**src/rtl/irig_b_symbol_encoder.sv**
```systemverilog
// -----------------------------------------------------------------------------
// irig_b_symbol_encoder
//   Turns a stream of queued IRIG-B symbols ('0', '1', 'P') into the pulse-width
//   coded bcode_out waveform. Each symbol lasts SYM_CYCLES clocks; the output is
//   high for the first HI_x clocks of the symbol and low for the rest.
//
// Parameters
//   SYM_CYCLES       clocks per symbol
//   HI_0/HI_1/HI_P   high time of '0' / '1' / 'P' (0 < HI_0 < HI_1 < HI_P < SYM_CYCLES)
//   CNT_W            symbol counter width (2**CNT_W > SYM_CYCLES)
//   DEPTH            symbol FIFO depth, power of two, >= 2
//
// Ports
//   clk, rst          clock, synchronous active-high reset
//   en                run enable; dropping it finishes the symbol in flight
//   invert            output polarity select
//   sym_valid/code    symbol write (00='0', 01='1', 10='P', 11=reserved)
//   sym_ready         FIFO not full
//   err_clr           clears the sticky flags
//   bcode_out         registered pulse stream
//   sym_start         pulse on the first cycle of each emitted symbol
//   busy              running
//   fifo_level        FIFO occupancy 0..DEPTH
//   underrun          sticky: a symbol slot found the FIFO empty
//   code_err          sticky: a reserved code was emitted
// -----------------------------------------------------------------------------
module irig_b_symbol_encoder #(
    parameter int unsigned SYM_CYCLES = 500_000,
    parameter int unsigned HI_0       = 100_000,
    parameter int unsigned HI_1       = 250_000,
    parameter int unsigned HI_P       = 400_000,
    parameter int unsigned CNT_W      = 20,
    parameter int unsigned DEPTH      = 8
) (
    input  logic                     clk,
    input  logic                     rst,
    input  logic                     en,
    input  logic                     invert,
    input  logic                     sym_valid,
    input  logic [1:0]               sym_code,
    output logic                     sym_ready,
    input  logic                     err_clr,
    output logic                     bcode_out,
    output logic                     sym_start,
    output logic                     busy,
    output logic [$clog2(DEPTH):0]   fifo_level,
    output logic                     underrun,
    output logic                     code_err
);

    localparam int unsigned AW = $clog2(DEPTH);
    localparam int unsigned LW = AW + 1;

    typedef enum logic {
        S_IDLE = 1'b0,
        S_RUN  = 1'b1
    } state_e;

    // Bit 2 marks the all-low filler used when the FIFO ran dry.
    typedef enum logic [2:0] {
        SYM_0     = 3'b000,
        SYM_1     = 3'b001,
        SYM_P     = 3'b010,
        SYM_RSVD  = 3'b011,
        SYM_EMPTY = 3'b100
    } sym_e;

    // High time of a symbol; reserved and filler symbols stay low all period.
    function automatic logic [CNT_W-1:0] hi_time(input sym_e s);
        logic [CNT_W-1:0] h;
        h = '0;
        case (s)
            SYM_0:   h = CNT_W'(HI_0);
            SYM_1:   h = CNT_W'(HI_1);
            SYM_P:   h = CNT_W'(HI_P);
            default: h = '0;
        endcase
        return h;
    endfunction

    state_e            state_q, state_d;
    logic [CNT_W-1:0]  cnt_q, cnt_d;
    sym_e              cur_sym_q, cur_sym_d;
    logic [AW-1:0]     wr_ptr_q, wr_ptr_d;
    logic [AW-1:0]     rd_ptr_q, rd_ptr_d;
    logic [LW-1:0]     level_q, level_d;
    logic              ready_q, ready_d;
    logic              bcode_q, bcode_d;
    logic              start_q, start_d;
    logic              busy_q, busy_d;
    logic              underrun_q, underrun_d;
    logic              code_err_q, code_err_d;
    logic [1:0]        mem_q [DEPTH];

    logic              push;
    logic              pop;
    logic              load;
    logic              fifo_empty;
    logic [1:0]        head;

    assign fifo_empty = (level_q == '0);
    assign head       = mem_q[rd_ptr_q];
    assign push       = sym_valid && ready_q;

    // Next-state: sequencing, symbol load, FIFO bookkeeping and output levels.
    always_comb begin
        state_d    = state_q;
        cnt_d      = cnt_q;
        cur_sym_d  = cur_sym_q;
        wr_ptr_d   = wr_ptr_q;
        rd_ptr_d   = rd_ptr_q;
        level_d    = level_q;
        load       = 1'b0;
        pop        = 1'b0;
        underrun_d = underrun_q && !err_clr;
        code_err_d = code_err_q && !err_clr;

        case (state_q)
            S_IDLE: begin
                cnt_d = '0;
                if (en) begin
                    state_d = S_RUN;
                    load    = 1'b1;
                end
            end
            S_RUN: begin
                if (cnt_q == CNT_W'(SYM_CYCLES - 1)) begin
                    cnt_d = '0;
                    if (en) begin
                        load = 1'b1;
                    end else begin
                        state_d = S_IDLE;
                    end
                end else begin
                    cnt_d = cnt_q + CNT_W'(1);
                end
            end
            default: begin
                state_d = S_IDLE;
                cnt_d   = '0;
            end
        endcase

        // Load pops the head; an empty FIFO yields a filler symbol, never a bypass.
        if (load) begin
            if (fifo_empty) begin
                cur_sym_d  = SYM_EMPTY;
                underrun_d = 1'b1;
            end else begin
                pop       = 1'b1;
                cur_sym_d = sym_e'({1'b0, head});
                rd_ptr_d  = rd_ptr_q + AW'(1);
                if (head == 2'b11) begin
                    code_err_d = 1'b1;
                end
            end
        end

        if (push) begin
            wr_ptr_d = wr_ptr_q + AW'(1);
        end
        level_d = level_q + LW'(push) - LW'(pop);
        ready_d = (level_d != LW'(DEPTH));

        // Outputs track the counter value being entered, so no extra latency.
        busy_d  = (state_d == S_RUN);
        start_d = (state_d == S_RUN) && (cnt_d == '0);
        if (state_d == S_RUN) begin
            bcode_d = (cnt_d < hi_time(cur_sym_d)) ^ invert;
        end else begin
            bcode_d = invert;
        end
    end

    // State and output registers.
    always_ff @(posedge clk) begin
        if (rst) begin
            state_q    <= S_IDLE;
            cnt_q      <= '0;
            cur_sym_q  <= SYM_EMPTY;
            wr_ptr_q   <= '0;
            rd_ptr_q   <= '0;
            level_q    <= '0;
            ready_q    <= 1'b1;
            bcode_q    <= 1'b0;
            start_q    <= 1'b0;
            busy_q     <= 1'b0;
            underrun_q <= 1'b0;
            code_err_q <= 1'b0;
        end else begin
            state_q    <= state_d;
            cnt_q      <= cnt_d;
            cur_sym_q  <= cur_sym_d;
            wr_ptr_q   <= wr_ptr_d;
            rd_ptr_q   <= rd_ptr_d;
            level_q    <= level_d;
            ready_q    <= ready_d;
            bcode_q    <= bcode_d;
            start_q    <= start_d;
            busy_q     <= busy_d;
            underrun_q <= underrun_d;
            code_err_q <= code_err_d;
        end
    end

    // Symbol storage; contents are don't-care once pointers are reset.
    always_ff @(posedge clk) begin
        if (!rst && push) begin
            mem_q[wr_ptr_q] <= sym_code;
        end
    end

    assign sym_ready  = ready_q;
    assign bcode_out  = bcode_q;
    assign sym_start  = start_q;
    assign busy       = busy_q;
    assign fifo_level = level_q;
    assign underrun   = underrun_q;
    assign code_err   = code_err_q;

endmodule

```
**config.mk**
```make
export PLATFORM = sky130hd
export DESIGN_NAME = irig_b_symbol_encoder
export DESIGN_NICKNAME = d
export VERILOG_FILES = /design/src/rtl/irig_b_symbol_encoder.sv
export SDC_FILE = /design/constraint.sdc
export NUM_CORES = 1
export LEC_CHECK = 0
export ABC_AREA = 1
export CAP_MARGIN = 20
export CELL_PAD_IN_SITES_DETAIL_PLACEMENT = 1
export CELL_PAD_IN_SITES_GLOBAL_PLACEMENT = 1
export CORE_MARGIN = 3
export CORE_UTILIZATION = 40
export DETAILED_ROUTE_END_ITERATION = 16
export GPL_TIMING_DRIVEN = 0
export PLACE_DENSITY_LB_ADDON = 0.1
export SYNTH_ARGS = -nofsm -noshare
export SYNTH_HDL_FRONTEND = slang
export SYNTH_SLANG_ARGS = --single-unit
```
**constraint.sdc**
```tcl
create_clock -name clk -period 2.7 [get_ports clk]
set_input_delay 0.675 -clock clk [delete_from_list [all_inputs] [get_ports clk]]
set_output_delay 0.675 -clock clk [all_outputs]
set_load 0.005 [all_outputs]
```
[Word-level counts from Yosys, hierarchy flattened]
Memories as Yosys holds them, arrays and structs flattened. A register that Yosys moved wholly into a read port is not among the register bits.
Cells that the tools add are included.
Word-level totals
  word-level logic and storage cells: 60
  memory bits (writable): 16
  memories: 1
  flip-flop bits (word level): 39
  memory bits (read-only): 0
  bits in latches: 0
  input port bits: 8
Memories
  mem_q: words 8, width 2, rd ports 1, clocked after memory_dff 1, write ports 1, RTL line 93  | logic [1:0] mem_q [DEPTH];
Operators by class
  multiply operators: 0
  order comparisons: 1
  shifts and indexed selects: 0
  divide/modulo/power cells: 0
  eq/ne operators: 5
  muxes and demuxes: 23
  reductions and logical operators: 11
  bitwise operators: 3
  $add $sub $neg: 5
Operators with widths (count)
  19-bit one-hot mux with 3 select lines: 1
  20-bit two-way mux: 2
  20-bit one-hot mux with 2 select lines: 1
  20-bit by 1-bit adder with 20-bit output (second input constant): 1
  20-bit by 19-bit == test with 1-bit output (second input constant): 1
  20-bit logical NOT: 1
  20-bit < comparator: 1
  1-bit two-way mux: 13
  3-bit two-way mux: 4
  3-bit by 1-bit adder with 3-bit output (second input constant): 2
  1-bit logical AND: 5
  4-bit by 1-bit adder with 4-bit output: 1
  4-bit logical NOT: 1
  4-bit != test (second input constant): 1
  1-bit one-hot mux with 2 select lines: 2
  4-bit by 1-bit subtractor with 4-bit output: 1
  3-bit by 1-bit == test with 1-bit output (second input constant): 1
  3-bit by 2-bit == test with 1-bit output (second input constant): 1
  3-bit logical NOT: 1
  2-bit == test (second input constant): 1
  1-bit logical NOT: 2
  1-bit inverter: 2
  2-bit AND reduction: 1
  1-bit XOR: 1

[Depth between registers and ports, before layout]
Gate-level depths: netlist of run 1.
  depth in word-level cells: 10
  depth in mapped cells: 23
  gate-level depth less buffers: 23

[Least setup slack after synthesis of run 1]
OpenSTA, ideal clock, no wires.
  path kind: flip-flop to flip-flop
  start: register cnt_q[0]
  end: register bcode_q (netlist: bcode_out)
  required time: 2585 ps
  setup time: 115 ps
  period minus slack after synthesis: 2679 ps
  arrival time: 2564 ps
  path slack: 21 ps
  path buffers: 0
  cell stages (with the launch flop): 22
  path through: dfxtp_1 > ha_1 > nand3_2 > nor2_2 > nand3_2 > nand2_4 > nand3_1 > nand2_1 > inv_1 > nor2_1 > nand2_1 > ha_1 > nand2_1 > inv_1 > a221oi_1 > nand2_1 > nand4_1 > nor2_1 > nand2_1 > nand3_1 > nand2_1 > nor2_1
Between the ends
  cells in the longest elaborated chain, start to end: 10
  elaborated cells on any way between the ends: 17
  those cells by class: 1 x add/sub; 1 x order compare; 3 x eq/ne; 10 x mux; 1 x bitwise; 1 x reduce/logical
Ends and longest elaborated chain
  from (decl): RTL line 82  | logic [CNT_W-1:0] cnt_q, cnt_d;
  from (signal assigned): RTL line 192  | cnt_q <= cnt_d;
  20-bit by 19-bit == test with 1-bit output: RTL line 127  | if (cnt_q == CNT_W'(SYM_CYCLES - 1)) begin
  1-bit two-way mux: RTL line 127
  1-bit one-hot mux with 2 select lines: RTL line 118  | case (state_q)
  3-bit two-way mux: RTL line 145  | if (load) begin
  3-bit by 2-bit == test with 1-bit output, or another cell as far along: RTL line 72  | case (s)
  19-bit one-hot mux with 3 select lines: RTL line 72
  20-bit two-way mux: RTL line 168  | if (state_d == S_RUN) begin
  20-bit < comparator: RTL line 169  | bcode_d = (cnt_d < hi_time(cur_sym_d)) ^ invert;
  1-bit XOR: RTL line 169
  1-bit two-way mux (*): RTL line 168
  to (signal assigned): RTL line 198  | bcode_q <= bcode_d;
  to (decl): RTL line 88  | logic bcode_q, bcode_d;
Mark *: on every way between the ends. The rest lies on a longest branch, timed or not. The select of a mux whose other input is x is not followed.
A chain may end at the register's enable or synchronous reset.

[Worst setup path in the final report of run 1]
  start: register cnt_q[0]
  end: register bcode_q (netlist: bcode_out)
Between the ends
  elaborated cells on any way between the ends: 17
  those cells by class: 1 x add/sub; 1 x order compare; 3 x eq/ne; 10 x mux; 1 x bitwise; 1 x reduce/logical
RTL lines (RTL line)
  20-bit by 1-bit adder with 20-bit output or 20-bit by 19-bit == test with 1-bit output (tied branches): 135, 127
  20-bit two-way mux (*): 127
  20-bit one-hot mux with 2 select lines (*): 118
  net cnt_d[10]: 82
  20-bit < comparator (*): 169
  1-bit XOR (*): 169
  1-bit two-way mux (*): 168
Mark *: on every way through the listed nets, which the timed path passes. The rest lies on a longest branch. The select of a mux whose other input is x is not followed.

==> results of run 1 <==
-- placed cells by master (no fill, tap or decap), types with 8 or more instances in the layout --
cell type         n
nand4_1           8
nor2_1           64
nor2_4            9
nand3_2           8
nand3_1          16
inv_1            53
inv_2            14
clkbuf_8         10
dfxtp_1          33
ha_1             12
nand2_1          70
nand2_2          13
a21oi_1          19
clkdlybuf4s50_1  15
edfxtp_1         16
buf_4            25
-- registers in the layout (all words and copies together) (netlist names), named ones only --
| signal | count |
|---|---|
| cnt_q | 20 |
| sym_ready | 1 |
| rd_ptr_q | 3 |
| cur_sym_q | 3 |
| code_err | 1 |
| busy | 1 |
| bcode_out | 1 |
| fifo_level | 4 |
| underrun | 1 |
| wr_ptr_q | 3 |
| mem_q | 16 |
| sym_start | 1 |
-- critical path, stage by stage, from the launching register on --
cell and delay (ns):
dfxtp_4 0.39, ha_4 0.16, nand3_4 0.12, nor2_4 0.14
nand2_2 0.07, nor2_4 0.13, nand2_2 0.07, nor2_2 0.12
inv_2 0.05, o21ai_2 0.13, nand3_2 0.10, inv_2 0.10
ha_4 0.21, nand2_4 0.07, inv_4 0.04, a221oi_4 0.26
nand3b_1 0.14, inv_2 0.09, nand2_4 0.06, nand2_2 0.08
nand3_2 0.05, nand2_1 0.05, nor2_1 0.04
-- worst max path at each step --
stage	end	slack [ns]	depth (start not counted)
floorplan	bcode_out	0.02	21
global placement	bcode_out	-0.78	17
detailed placement	bcode_out	-0.88	17
CTS	bcode_out	-0.03	20
global route	bcode_out	-0.28	22
finish	bcode_out	-0.07	22
-- layout make-up --
cell class                 instances  area share, %
multi-input combinational        293           45.3
sequential                        58           31.3
timing repair buffer              43           8.70
inverter                          73           6.66
clock buffer                      11           3.30
tap                              102           2.98
clock inverter                     5           1.26
buffer                             5          0.525
-- power breakdown --
group | total [mW] | switching [mW] | internal [mW]
clock | 0.808 | 0.362 | 0.447
combinational | 0.985 | 0.535 | 0.450
sequential | 1.02 | 0.0571 | 0.964
-- through the flow --
step	power (mW)	utilization, %	std cells	area (um^2)
floorplan	1.48	-	430	3280
global placement	1.68	45.5	548	3570
detailed placement	1.71	45.5	548	3570
CTS	2.62	51.5	579	4050
global route	3.02	54.6	590	4290
finish	2.81	54.6	590	4290
-- cells in the mapped netlist --
master    number  share of area, %
nand2_4        2              0.69
a21oi_1       20               3.0
o211ai_1       1              0.23
nor2_4         2              0.69
a21oi_2        2              0.53
o21ai_0        9               1.4
nand3_1       19               2.9
inv_2          5              0.57
nand2_2        6               1.1
o21a_1         1              0.23
nand3b_4       1              0.61
dfxtp_1       42                26
and3_1         1              0.19
xor2_1         2              0.53
a211oi_1       1              0.23
or2_2          1              0.19
clkinv_1       4              0.46
nor3_2         4               1.2
nand4_2        2              0.76
nor2_1        72               8.2
inv_6          1              0.27
nand4_1        8               1.5
o21ai_1        2              0.30
a31o_2         1              0.27
inv_1         63               7.2
nor2_2         6               1.1
nand2_1       82               9.4
xnor2_1        2              0.53
buf_8          1              0.46
nor3_4         1              0.50
o211ai_2       1              0.38
a221oi_1       1              0.27
buf_2          1              0.15
nand3_2        8               2.4
fa_1           1              0.61
ha_1          19               7.2
a21boi_1       1              0.23
o21ai_2        2              0.53
nor4_1         1              0.19
edfxtp_1      16                15
nor3_1         8               1.2
nand3b_1       3              0.69
clkbuf_1       4              0.46
-- cell families (layout without fill, tap and decap cells) --
logic type	after synthesis	after routing	synth area share, %
DFF	58	58	40.2
AOI/OAI and AO/OA	42	42	7.62
xor gates and xnor gates	4	4	1.07
adders and majority gates	20	20	7.85
and+or+nand+nor	227	227	33.7
buffers and inverters	79	137	9.56
-- layer usage --
layer | up-vias | global-route usage [%] | wire length, um | part of all wire, %
li1 | 1479 | - | - | -
met1 | 1412 | 26.0 | 4430 | 48
met2 | 31 | 33.7 | 4550 | 49
met3 | 12 | 3.75 | 196 | 2.1
met4 | 0 | 4.86 | 123 | 1.3
met5 | - | 0 | 0 | 0
-- what timing repair did --
item                       in CTS  in global routing
buffers inserted               15                 12
setup endpoints to repair       5                  5
gates resized for setup        46                 46
pin swaps                      18                 23
==> reports/metrics.cfg, run 1 <==
[drt]
route.detailed.drc=0
drt-initial-drc-count=74
vias=2934
first_pass_iters=4
routedWlPerCell_um=15.8
ant_nets=0
wl_um=9290
via_per_inst=4.97

[place]
io_buffers=16
gp_congestion=0.793
dp_hpwl_um=6490
pre_cts_ws_ns=-0.877

[clock_network]
clockBufferDepth=2
cts_made_buffers=9
cts-root-buf=clkbuf_8
clk_pin_slew_ns=0.07
clock_latency_ns=0.34
hold_buffers=0
tritoncts=built
htree_levels=3
cts_sinks=58

[layout]
drive_gt1_share_pct=30.1
synthToLayoutAreaGrowth_pct=30.5
fillCellCount=955
layout.nets=511
multi_input_area_um2=1940
n_antenna_cell=0
regArea_um2=1340

[power]
power_leakage_nw=1.83
power_density_nw_per_um2=656
ir_worst_vdd_mv=0.254

[worst_hold_path]
hold_path_startpoint=rd_ptr_q[2]
timing.hold.worst_path_depth=2
hold_class=register to register

[floorplan]
ios=18
die_y_um=96.6
dieArea_um2=9330
die_w_um=96.6
initial_core_util_pct=41.9
coreArea_um2=7850
rows=32

[outcome]
failed_checks=setup timing
status=finished, violations left

[run]
max_cap_viol_count=0

[global_routing]
grt_use_total_pct=19.8
overflow=0
antenna_found_initial=0
grt_pass1_wl_um=15200
grt_max_degree=11
grt_pass1_vias=3113

[sta]
finClkSkew_ns=0.0107
maxSlewViolCount=0
setup_tns_ns=-0.0671
finalHoldViolations=0
finalCritPeriodShare_pct=102
finalSetupViolCount=1
relSlewSlack_pct=58.7
clock.fmax_mhz=361
fin_hold_ws_ns=0.467
finalWorstSetupSlack_ns=-0.0671
tightest_slew_ns=0.620
rsz0062_at_grt=true
period_needed_ns=2.77

[worst_setup_path]
r2r_start=cnt_q[0]
arrival_ns=3.01
critPathCaptureType=register
rrSetupSlack_ns=-0.07
critPathMaxFanout=4
crit_type=register to register
cp-start-kind=register
timing.rr.end=bcode_out
required_ns=2.94
cp-startpoint=cnt_q[0]
r2r.worst_path.cells=22

[synth]
synthCells=430
syn_avg_cell_area_um2=7.64
synth_nets=458
ys_types=43
synth_seq_cells=58
ys_seq_area_share_pct=40.2
yosys_warnings=0
netlist_area_um2=3280

No activity file was read; power rests on OpenSTA's default activity.
==> inputs of run 2 (changes only) <==
--- a/config.mk
+++ b/config.mk
@@ -14,6 +14,7 @@
 export DETAILED_ROUTE_END_ITERATION = 16
 export GPL_TIMING_DRIVEN = 0
 export PLACE_DENSITY_LB_ADDON = 0.1
+export SLEW_MARGIN = 10
 export SYNTH_ARGS = -nofsm -noshare
 export SYNTH_HDL_FRONTEND = slang
 export SYNTH_SLANG_ARGS = --single-unit
==> results of run 2 <==
Final layout, timing and power as in run 1 (identical DEF).
==> inputs of run 3 (changes only) <==
--- a/config.mk
+++ b/config.mk
@@ -14,6 +14,7 @@
 export DETAILED_ROUTE_END_ITERATION = 16
 export GPL_TIMING_DRIVEN = 0
 export PLACE_DENSITY_LB_ADDON = 0.1
+export RECOVER_POWER = 25
 export SLEW_MARGIN = 10
 export SYNTH_ARGS = -nofsm -noshare
 export SYNTH_HDL_FRONTEND = slang
==> run 3 against run 2 <==
  * The flow still finishes with violations (setup timing)
  * Critical path type unchanged
  * Non-clock buffer count stayed put
  * Final area stayed put
  * Largest cell class unchanged
  * Combinational power hardly changed
  * Critical endpoint unchanged
==> reports/metrics.cfg, run 3 (synthesis gave the netlist of run 1 again) <==
[place]
io_buffers=16  ; unchanged
dp_hpwl_um=6490  ; unchanged
dp.cells=548  ; unchanged
gp_congestion=0.793  ; unchanged

[layout]
layout.nets=511  ; unchanged
synthToLayoutAreaGrowth_pct=30.5  ; unchanged
finalNonFillerCells=590  ; unchanged
drive_gt1_share_pct=30.1  ; unchanged
multi_input_area_um2=1940  ; unchanged
final_cell_mix=nand2_1 (70), nor2_1 (64), inv_1 (53), dfxtp_1 (33), buf_4 (25)  ; unchanged
largest-register=cnt_q  ; unchanged
n_antenna_cell=0  ; unchanged
fillCellCount=955  ; unchanged
final_common_cell=nand2_1  ; unchanged
regArea_um2=1340  ; unchanged
largest_register_ffs=20  ; unchanged

[sta]
finClkSkew_ns=0.0107  ; about the same
rsz0062_at_grt=true  ; unchanged
finalCritPeriodShare_pct=102  ; about the same
period_needed_ns=2.77  ; about the same
maxSlewViolCount=0  ; unchanged
finalWorstSetupSlack_ns=-0.0673  ; was -0.0671 ns
fin_hold_ws_ns=0.467  ; about the same
finalHoldViolations=0  ; unchanged
clock.fmax_mhz=361  ; about the same
relSlewSlack_pct=58.7  ; about the same
setup_tns_ns=-0.0673  ; was -0.0671 ns
tightest_slew_ns=0.620  ; about the same
finalSetupViolCount=1  ; unchanged

[worst_setup_path]
required_ns=2.94  ; about the same
cp-start-kind=register  ; unchanged
critPathCaptureType=register  ; unchanged
crit_type=register to register  ; unchanged
arrival_ns=3.01  ; about the same
critPathMaxFanout=4  ; unchanged
r2r.worst_path.cells=22  ; unchanged

[global_routing]
grt_use_total_pct=19.8  ; unchanged
grt_pass1_vias=3113  ; unchanged
grt_pass1_wl_um=15200  ; unchanged
grt_max_degree=11  ; unchanged
antenna_found_initial=0  ; unchanged
overflow=0  ; unchanged

[drt]
wl_um=9300  ; was 9290 um
vias=2935  ; was 2934
ant_nets=0  ; unchanged
first_pass_iters=4  ; unchanged
via_per_inst=4.97  ; about the same
route.detailed.drc=0  ; unchanged
routedWlPerCell_um=15.8  ; about the same
drt-initial-drc-count=74  ; unchanged

[floorplan]
rows=32  ; unchanged
ios=18  ; unchanged
coreArea_um2=7850  ; unchanged
die_w_um=96.6  ; unchanged
die_y_um=96.6  ; unchanged
dieArea_um2=9330  ; unchanged
initial_core_util_pct=41.9  ; unchanged

[clock_network]
clk_pin_slew_ns=0.07  ; about the same
tritoncts=built  ; unchanged
cts_made_buffers=9  ; unchanged
clockBufferDepth=2  ; unchanged
hold_buffers=0  ; unchanged
cts-root-buf=clkbuf_8  ; unchanged
clock_latency_ns=0.34  ; about the same
cts_sinks=58  ; unchanged
htree_levels=3  ; unchanged

[run]
max_cap_viol_count=0  ; unchanged

[power]
power_density_nw_per_um2=657  ; was 656 nW/um^2
power_mw=2.81  ; about the same
ir_worst_vdd_mv=0.254  ; about the same
power_leakage_nw=1.83  ; about the same

[worst_hold_path]
timing.hold.worst_path_depth=2  ; unchanged
hold_class=register to register  ; unchanged

[outcome]
status=finished, violations left  ; unchanged
failed_checks=setup timing  ; unchanged

[run 3: cell types whose count changed in the layout (fill, tap and decap cells not counted), sizes merged]
cell           delta
clkdlybuf4s50     -3
dlygate4sd3       +3
[run 3: power breakdown]
| group | internal (mW) | switching (mW) |
|---|---|---|
| Sequential | 0.964 | 0.0570 |
| Combinational | 0.449 | 0.535 |
| Clock | 0.447 | 0.363 |
| Total | 1.86 | 0.955 |
[run 3: final timing paths]
kind | startpoint | end | slack [ns]
max | cnt_q[0] | bcode_out | -0.07
min | rd_ptr_q[2] | register | 0.47
max reg2reg | cnt_q[0] | bcode_out | -0.07
min reg2reg | rd_ptr_q[2] | register | 0.47
[run 3: timing repair]
item | CTS | global route
gates resized for setup | 46 | 46
buffers inserted | 15 | 12
pin swaps | 18 | 23
gates cloned | 0 | 0
setup endpoints to repair | 5 | 5
[run 3: critical path, cell delays in order, from the launching register on]
cell      delay [ns]
dfxtp_4         0.39
ha_4            0.16
nand3_4         0.12
nor2_4          0.14
nand2_2         0.07
nor2_4          0.13
nand2_2         0.07
nor2_2          0.12
inv_2           0.05
o21ai_2         0.13
nand3_2         0.10
inv_2           0.10
ha_4            0.21
nand2_4         0.07
inv_4           0.04
a221oi_4        0.26
nand3b_1        0.14
inv_2           0.09
nand2_4         0.06
nand2_2         0.08
nand3_2         0.05
nand2_1         0.05
nor2_1          0.04
[run 3: per-layer routing]
metal / routed length [um] / up-vias / global-route usage [%]
met3: 194 / 12 / 3.75
met5: 0 / - / 0
met4: 129 / 0 / 4.86
li1: - / 1479 / -
met2: 4550 / 32 / 33.7
met1: 4430 / 1412 / 26.0
[run 3: layout make-up]
class	instances	share of cell area [%]
repair buffers	43	8.70
flip-flops and latches	58	31.3
clock inverters	5	1.26
plain buffers	5	0.525
multi-input cells	293	45.3
well taps	102	2.98
clock buffers	11	3.30
inverters	73	6.66
[run 3: per-stage QoR]
stage / utilization, % / setup slack, ns / cell area (um^2)
floorplan: - / 0.0212 / 3280
global placement: 45.5 / -0.775 / 3570
detailed placement: 45.5 / -0.877 / 3570
CTS: 51.5 / -0.0266 / 4050
global route: 54.6 / -0.283 / 4290
finish: 54.6 / -0.0673 / 4290
